===== src/rtl/key_debounce_if.sv =====
// Button bundle between the raw pins, the debouncer and the mode state machines.
// The master drives the raw pins; the slave (the debouncer) returns the conditioned outputs.
interface key_debounce_if #(
  parameter int N_KEYS = 4
);
  logic [N_KEYS-1:0] sw_in;
  logic [N_KEYS-1:0] sw_level;
  logic [N_KEYS-1:0] sw_press;
  logic [N_KEYS-1:0] sw_release;

  modport master (output sw_in, input sw_level, input sw_press, input sw_release);
  modport slave  (input sw_in, output sw_level, output sw_press, output sw_release);
endinterface


===== src/rtl/key_debounce.sv =====
// Push-button conditioner: 2-flop synchroniser, count-based debounce, press/release strobes.
// Define KEY_AUTOREPEAT_EN to repeat press strobes while a button is held.
module key_debounce #(
  parameter int N_KEYS       = 4,
  parameter int DEBOUNCE_CYC = 500000,
  parameter int REPEAT_DLY   = 25000000,
  parameter int REPEAT_PER   = 5000000
) (
  input  logic         clk,
  input  logic         rst,
  key_debounce_if.slave kb
);

  localparam int DW = $clog2(DEBOUNCE_CYC);
  localparam logic [DW-1:0] DCNT_MAX = DW'(DEBOUNCE_CYC - 1);

  // Nonsensical settings are rejected at elaboration rather than misbehaving silently.
  if (DEBOUNCE_CYC < 2 || REPEAT_DLY < 1 || REPEAT_PER < 1 || N_KEYS < 1) begin : g_bad_params
    $error("key_debounce: DEBOUNCE_CYC must be >= 2, REPEAT_DLY/REPEAT_PER/N_KEYS >= 1");
  end

  logic [N_KEYS-1:0] sync1;
  logic [N_KEYS-1:0] sync2;
  logic [N_KEYS-1:0] level_q;
  logic [N_KEYS-1:0] press_q;
  logic [N_KEYS-1:0] release_q;
  logic [DW-1:0]     dcnt [N_KEYS];

`ifdef KEY_AUTOREPEAT_EN
  localparam int RMAX = (REPEAT_DLY > REPEAT_PER) ? REPEAT_DLY : REPEAT_PER;
  localparam int RW   = (RMAX > 2) ? $clog2(RMAX) : 1;
  localparam logic [RW-1:0] DLY_MAX = RW'(REPEAT_DLY - 1);
  localparam logic [RW-1:0] PER_MAX = RW'(REPEAT_PER - 1);

  logic [RW-1:0]     rcnt [N_KEYS];
  logic [N_KEYS-1:0] rphase;
`endif

  always_ff @(posedge clk) begin
    if (rst) begin
      sync1     <= '0;
      sync2     <= '0;
      level_q   <= '0;
      press_q   <= '0;
      release_q <= '0;
      for (int i = 0; i < N_KEYS; i++) begin
        dcnt[i] <= '0;
`ifdef KEY_AUTOREPEAT_EN
        rcnt[i] <= '0;
`endif
      end
`ifdef KEY_AUTOREPEAT_EN
      rphase <= '0;
`endif
    end else begin
      sync1 <= kb.sw_in;
      sync2 <= sync1;
      for (int i = 0; i < N_KEYS; i++) begin
        press_q[i]   <= 1'b0;
        release_q[i] <= 1'b0;
        if (sync2[i] == level_q[i]) begin
          dcnt[i] <= '0;
        end else if (dcnt[i] == DCNT_MAX) begin
          level_q[i]   <= sync2[i];
          press_q[i]   <= sync2[i];
          release_q[i] <= ~sync2[i];
          dcnt[i]      <= '0;
        end else begin
          dcnt[i] <= dcnt[i] + DW'(1);
        end
`ifdef KEY_AUTOREPEAT_EN
        // A release being accepted this cycle wins over a coinciding repeat strobe.
        if (!level_q[i] || (!sync2[i] && dcnt[i] == DCNT_MAX)) begin
          rcnt[i]   <= '0;
          rphase[i] <= 1'b0;
        end else if (rcnt[i] == (rphase[i] ? PER_MAX : DLY_MAX)) begin
          press_q[i] <= 1'b1;
          rcnt[i]    <= '0;
          rphase[i]  <= 1'b1;
        end else begin
          rcnt[i] <= rcnt[i] + RW'(1);
        end
`endif
      end
    end
  end

  assign kb.sw_level   = level_q;
  assign kb.sw_press   = press_q;
  assign kb.sw_release = release_q;

endmodule


===== src/flat_wrapper.sv =====
// flat-port wrapper written by rule: the top's interface ports become plain ports
module key_debounce_flat 
#(
  parameter int N_KEYS       = 4,
  parameter int DEBOUNCE_CYC = 500000,
  parameter int REPEAT_DLY   = 25000000,
  parameter int REPEAT_PER   = 5000000
)
  (clk, rst, kb_sw_in, kb_sw_level, kb_sw_press, kb_sw_release);
  key_debounce_if #(.N_KEYS(N_KEYS)) kb_i ();
  input  logic clk;
  input  logic rst;
  input wire logic [$bits(kb_i.sw_in)-1:0] kb_sw_in;
  output wire logic [$bits(kb_i.sw_level)-1:0] kb_sw_level;
  output wire logic [$bits(kb_i.sw_press)-1:0] kb_sw_press;
  output wire logic [$bits(kb_i.sw_release)-1:0] kb_sw_release;
  assign kb_i.sw_in = kb_sw_in;
  assign kb_sw_level = kb_i.sw_level;
  assign kb_sw_press = kb_i.sw_press;
  assign kb_sw_release = kb_i.sw_release;
  key_debounce #(.N_KEYS(N_KEYS), .DEBOUNCE_CYC(DEBOUNCE_CYC), .REPEAT_DLY(REPEAT_DLY), .REPEAT_PER(REPEAT_PER)) u_core (.clk(clk), .rst(rst), .kb(kb_i));
endmodule

===== config.mk =====
export PLATFORM = sky130hd
export DESIGN_NAME = key_debounce_flat
export DESIGN_NICKNAME = d
export VERILOG_FILES = /design/src/rtl/key_debounce_if.sv /design/src/rtl/key_debounce.sv /design/src/flat_wrapper.sv
export SDC_FILE = /design/constraint.sdc
export NUM_CORES = 1
export LEC_CHECK = 0
export BUFFER_PORTS_ARGS = -buffer_cell sky130_fd_sc_hd__buf_4
export CAP_MARGIN = 20
export CORE_ASPECT_RATIO = 0.5
export CORE_MARGIN = 2
export CORE_UTILIZATION = 55
export DETAILED_ROUTE_END_ITERATION = 10
export GPL_TIMING_DRIVEN = 0
export PLACE_DENSITY = 0.82
export SETUP_SLACK_MARGIN = 0.3
export SLEW_MARGIN = 20
export SYNTH_ARGS = -nofsm -noshare
export SYNTH_HDL_FRONTEND = slang
export SYNTH_SLANG_ARGS = --single-unit

===== constraint.sdc =====
create_clock -name clk -period 5 [get_ports clk]
set_clock_uncertainty 0.05 [all_clocks]
set_input_delay 1.25 -clock clk [delete_from_list [all_inputs] [get_ports clk]]
set_output_delay 1.25 -clock clk [all_outputs]
set_load 0.02 [all_outputs]

==> results.txt <==
The initial antenna violation count came to 0. After detailed routing, the number of vias per cell comes to 5.28. Setup violations remaining at the end of the flow were counted as 0.

The number of global-route vias before repair is 3,501. The detailed-router iteration count before antenna repair came out at 5. The total negative slack is 0 ns. Timing analysis after detailed placement gives a worst setup slack of 2.08 ns. For this run, the leading register cell type out of synthesis is sky130_fd_sc_hd__edfxtp_1. The cell count after placement came out at 674.

The number of flops mapped to enable cells by yosys came out at 76. The worst flop-to-flop path startpoint is u_core.dcnt[1][0]. The share of the cycle needed by the critical path after routing is 54.5%. The combined global-route utilization of all metal layers is 20.5%. The number of max-slew violations in the final report is 0.

The initial cell density of the core came out at 56.3%. The critical path starts at u_core.dcnt[1][0]. The standby leakage power came out at 0.00192 µW. The headroom to the max-slew limit is 47.4%.

The remaining number of nets flagged by the antenna check after routing came out at 0. The I/O pin count came out at 18. The critical path data required time came out at 5.03 ns.

In this run the vertical extent of the chip is 70.5 µm. The worst setup path is captured at a flop. Setup repair after global routing left no endpoint under its margin. A synthesized cell averages 10.5 µm². The number of port buffers came out at 16. Registers take 2680 µm². Once the clock tree was built, the resizer swapped 0 gates to a different size.

For this block, the initial DRC count from the detailed router was 253. The residual overflow from global routing came out at 0. Once layout is complete, the cells apart from fillers number 690. The row count is 24. The slowest stage of the critical path is the sky130_fd_sc_hd__o21ai_1 cell. The number of antenna repair diodes is 0.

The routed wire length is 8.82 mm. The final route contains 3,646 vias. The cell count after synthesis is 466. The number of violations of the max-capacitance limit came out at 0. For the pin with the worst max-slew slack, the measured transition is 0.780 ns. Data arrives at the worst endpoint at 2.75 ns. The filler cell count came out at 672. The share of cells above drive strength 1 is 8.03%. The minimum clock period after layout is 2.72 ns. The cell type group with the largest total delay on the critical path is simple AND/OR/NAND/NOR gates. After the last flow step, the layout net total stands at 578. After detailed routing, the number of remaining DRC violations is 0. The synthesis-stage register bit count came out at 96. Along the worst path, the maximum fanout reaches 10. The placeable core region came out at 8650 µm². The worst setup slack after layout is 2.28 ns. The final number of hold-violating endpoints came out at 0. The number of buffers and inverters on the critical path is 1. For this design the ratio of total power to cell area is 302 nW/µm². The H-tree generated during clock tree synthesis spans 3 levels. The hold path startpoint is u_core.sync1[0]. The cell sitting at the root of the clock tree is a sky130_fd_sc_hd__clkbuf_16. The total of warnings raised by yosys came out at 0. For this run, the slowest stage of the critical path takes 0.48 ns. The power consumption came out at 1740 µW. In this run the worst hold path is classified as reg2reg. The clock slew at the register clock pins of the worst setup and hold paths came out at 0.07 ns. Traced cell by cell, the critical path runs through ha_1 -> nand4_1 -> or2_2 -> o21ai_1 -> clkbuf_1 -> nor2_1. At the end of routability-driven placement, the weighted congestion stood at 0.808. The latest clock arrival within the worst-skew pair came out at 0.34 ns. The area of combinational cells with multiple inputs is 2370 µm².

The first global-routing pass estimated 15.5 mm of wire. The largest net degree at the start of global routing is 17. The quantity of hold-fixing buffers added after cts is 0. The worst IR drop on VDD is 0.000176 V. The post-synthesis cell type count came out at 41. The area growth from synthesis to layout came out at 18.1%. The async set-or-reset flop fraction in the synthesized netlist came out at 0%.

The flow ran to the end, and the final reports show no timing, DRC or antenna violations. Timing would allow up to 367 MHz. The horizontal die dimension is 137 µm. The number of buffers added by the clock tree synthesis step is 9. The worst setup path is launched from a flop. The clock drives 96 sinks. In the layout the commonest cells are 76 x sky130_fd_sc_hd__edfxtp_1, 76 x sky130_fd_sc_hd__conb_1, 74 x sky130_fd_sc_hd__nor2_1, 45 x sky130_fd_sc_hd__xnor2_1, 27 x sky130_fd_sc_hd__nand3_1. The floorplan step defined a die boundary enclosing 9670 µm². The mean routed wirelength per cell is 12.8 µm. The wire-length estimate of the detail-placed layout is 6.24 mm. The count of buffers added by post-CTS timing repair for setup came out at 0. The clock tree from TritonCTS is yes. The sequential element share of the synthesized area is 55.1%. The worst setup path is of the reg2reg kind.

Counting along the longest clock path gives a buffer depth of 2. The cell area after technology mapping is 4870 µm².
report_power, final:
group / switching [µW] / internal (µW) / leakage (µW)
clock network: 297 / 449 / 0.000162
logic: 41.1 / 28.3 / 0.000814
registers: 32.6 / 890 / 0.000947
total: 370 / 1370 / 0.00192
cell type report:
class | instances | share of cell area [%]
flip-flops and latches | 96 | 46.6
multi-input cells | 419 | 41.2
clock inverters | 5 | 1.04
well taps | 117 | 2.54
repair buffers | 16 | 2.09
plain buffers | 14 | 0.957
clock buffers | 11 | 4.78
inverters | 12 | 0.783
stage by stage:
stage | cell area [µm²] | hold WS [ns] | util [%]
final | 5750 | 0.385 | 66.5
after global routing | 5750 | 0.399 | 66.5
after detailed placement | 5420 | 0.378 | 62.7
after global placement | 5420 | 0.369 | 62.7
after floorplan | 5150 | 0.364 | -
after CTS | 5750 | 0.390 | 66.5
cells in the mapped netlist (4+ instances only):
| cell type | n | share of area [%] |
|---|---|---|
| sky130_fd_sc_hd__ha_1 | 4 | 1.0 |
| sky130_fd_sc_hd__xor2_1 | 13 | 2.3 |
| sky130_fd_sc_hd__nand2_1 | 20 | 1.5 |
| sky130_fd_sc_hd__xnor2_1 | 45 | 8.1 |
| sky130_fd_sc_hd__nor2_1 | 74 | 5.7 |
| sky130_fd_sc_hd__o21ai_0 | 8 | 0.82 |
| sky130_fd_sc_hd__nand2b_1 | 7 | 0.90 |
| sky130_fd_sc_hd__edfxtp_1 | 76 | 47 |
| sky130_fd_sc_hd__dfxtp_1 | 20 | 8.2 |
| sky130_fd_sc_hd__or2_2 | 5 | 0.64 |
| sky130_fd_sc_hd__nor4_1 | 19 | 2.4 |
| sky130_fd_sc_hd__or4_1 | 4 | 0.62 |
| sky130_fd_sc_hd__nor3_1 | 24 | 2.5 |
| sky130_fd_sc_hd__or3_1 | 9 | 1.2 |
| sky130_fd_sc_hd__nand3_1 | 27 | 2.8 |
| sky130_fd_sc_hd__nor2b_1 | 9 | 1.2 |
| sky130_fd_sc_hd__a21oi_1 | 13 | 1.3 |
| sky130_fd_sc_hd__and3_1 | 6 | 0.77 |
| sky130_fd_sc_hd__nor4b_1 | 5 | 0.90 |
| sky130_fd_sc_hd__clkbuf_1 | 12 | 0.92 |
| sky130_fd_sc_hd__inv_1 | 12 | 0.92 |
| sky130_fd_sc_hd__and4_1 | 4 | 0.72 |
| sky130_fd_sc_hd__nand4_1 | 23 | 3.0 |
path summary, 6_finish.rpt:
path	endpoint	slack (ns)	depth (start not counted)
min reg2reg	u_core.sync2[0]	0.38	1
max reg2reg	u_core.dcnt[1][14]	2.28	6
max	u_core.dcnt[1][14]	2.28	6
min	u_core.sync2[0]	0.38	1
state kept, by name (all words and copies together), names as in the netlist:
| register | cells |
|---|---|
| u_core.dcnt | 76 |
| u_core.kb.sw_level | 4 |
| u_core.kb.sw_press | 4 |
| u_core.kb.sw_release | 4 |
| u_core.sync1 | 4 |
| u_core.sync2 | 4 |
metal layers:
metal / GRT usage, % / part of all wire, % / vias to the layer above
li1: - / - / 1837
met1: 27.5 / 49 / 1729
met2: 32.4 / 46 / 66
met3: 5.52 / 4.0 / 14
met4: 7.56 / 1.6 / 0
met5: 0 / 0 / -
worst reg2reg max path: cells and delay by family (launching register included):
family                     cells  cell delay [ns]
and+or+nand+nor                3             0.87
AOI/OAI and AO/OA              1             0.48
buffers and inverters          1             0.44
DFF                            1             0.40
adders and majority gates      1             0.22
kinds of logic after synthesis:
| kind of cell | count (synthesis) | share of synthesized area, % |
|---|---|---|
| compound gates | 32 | 4.03 |
| xor+xnor | 58 | 10.4 |
| fa+ha+maj | 4 | 1.03 |
| buf+inv | 26 | 2.05 |
| flops | 96 | 55.1 |
| mux | 3 | 0.642 |
| other cells | 1 | 0.0770 |
| simple gates | 246 | 26.7 |
Power figures use the tool's default switching activity.
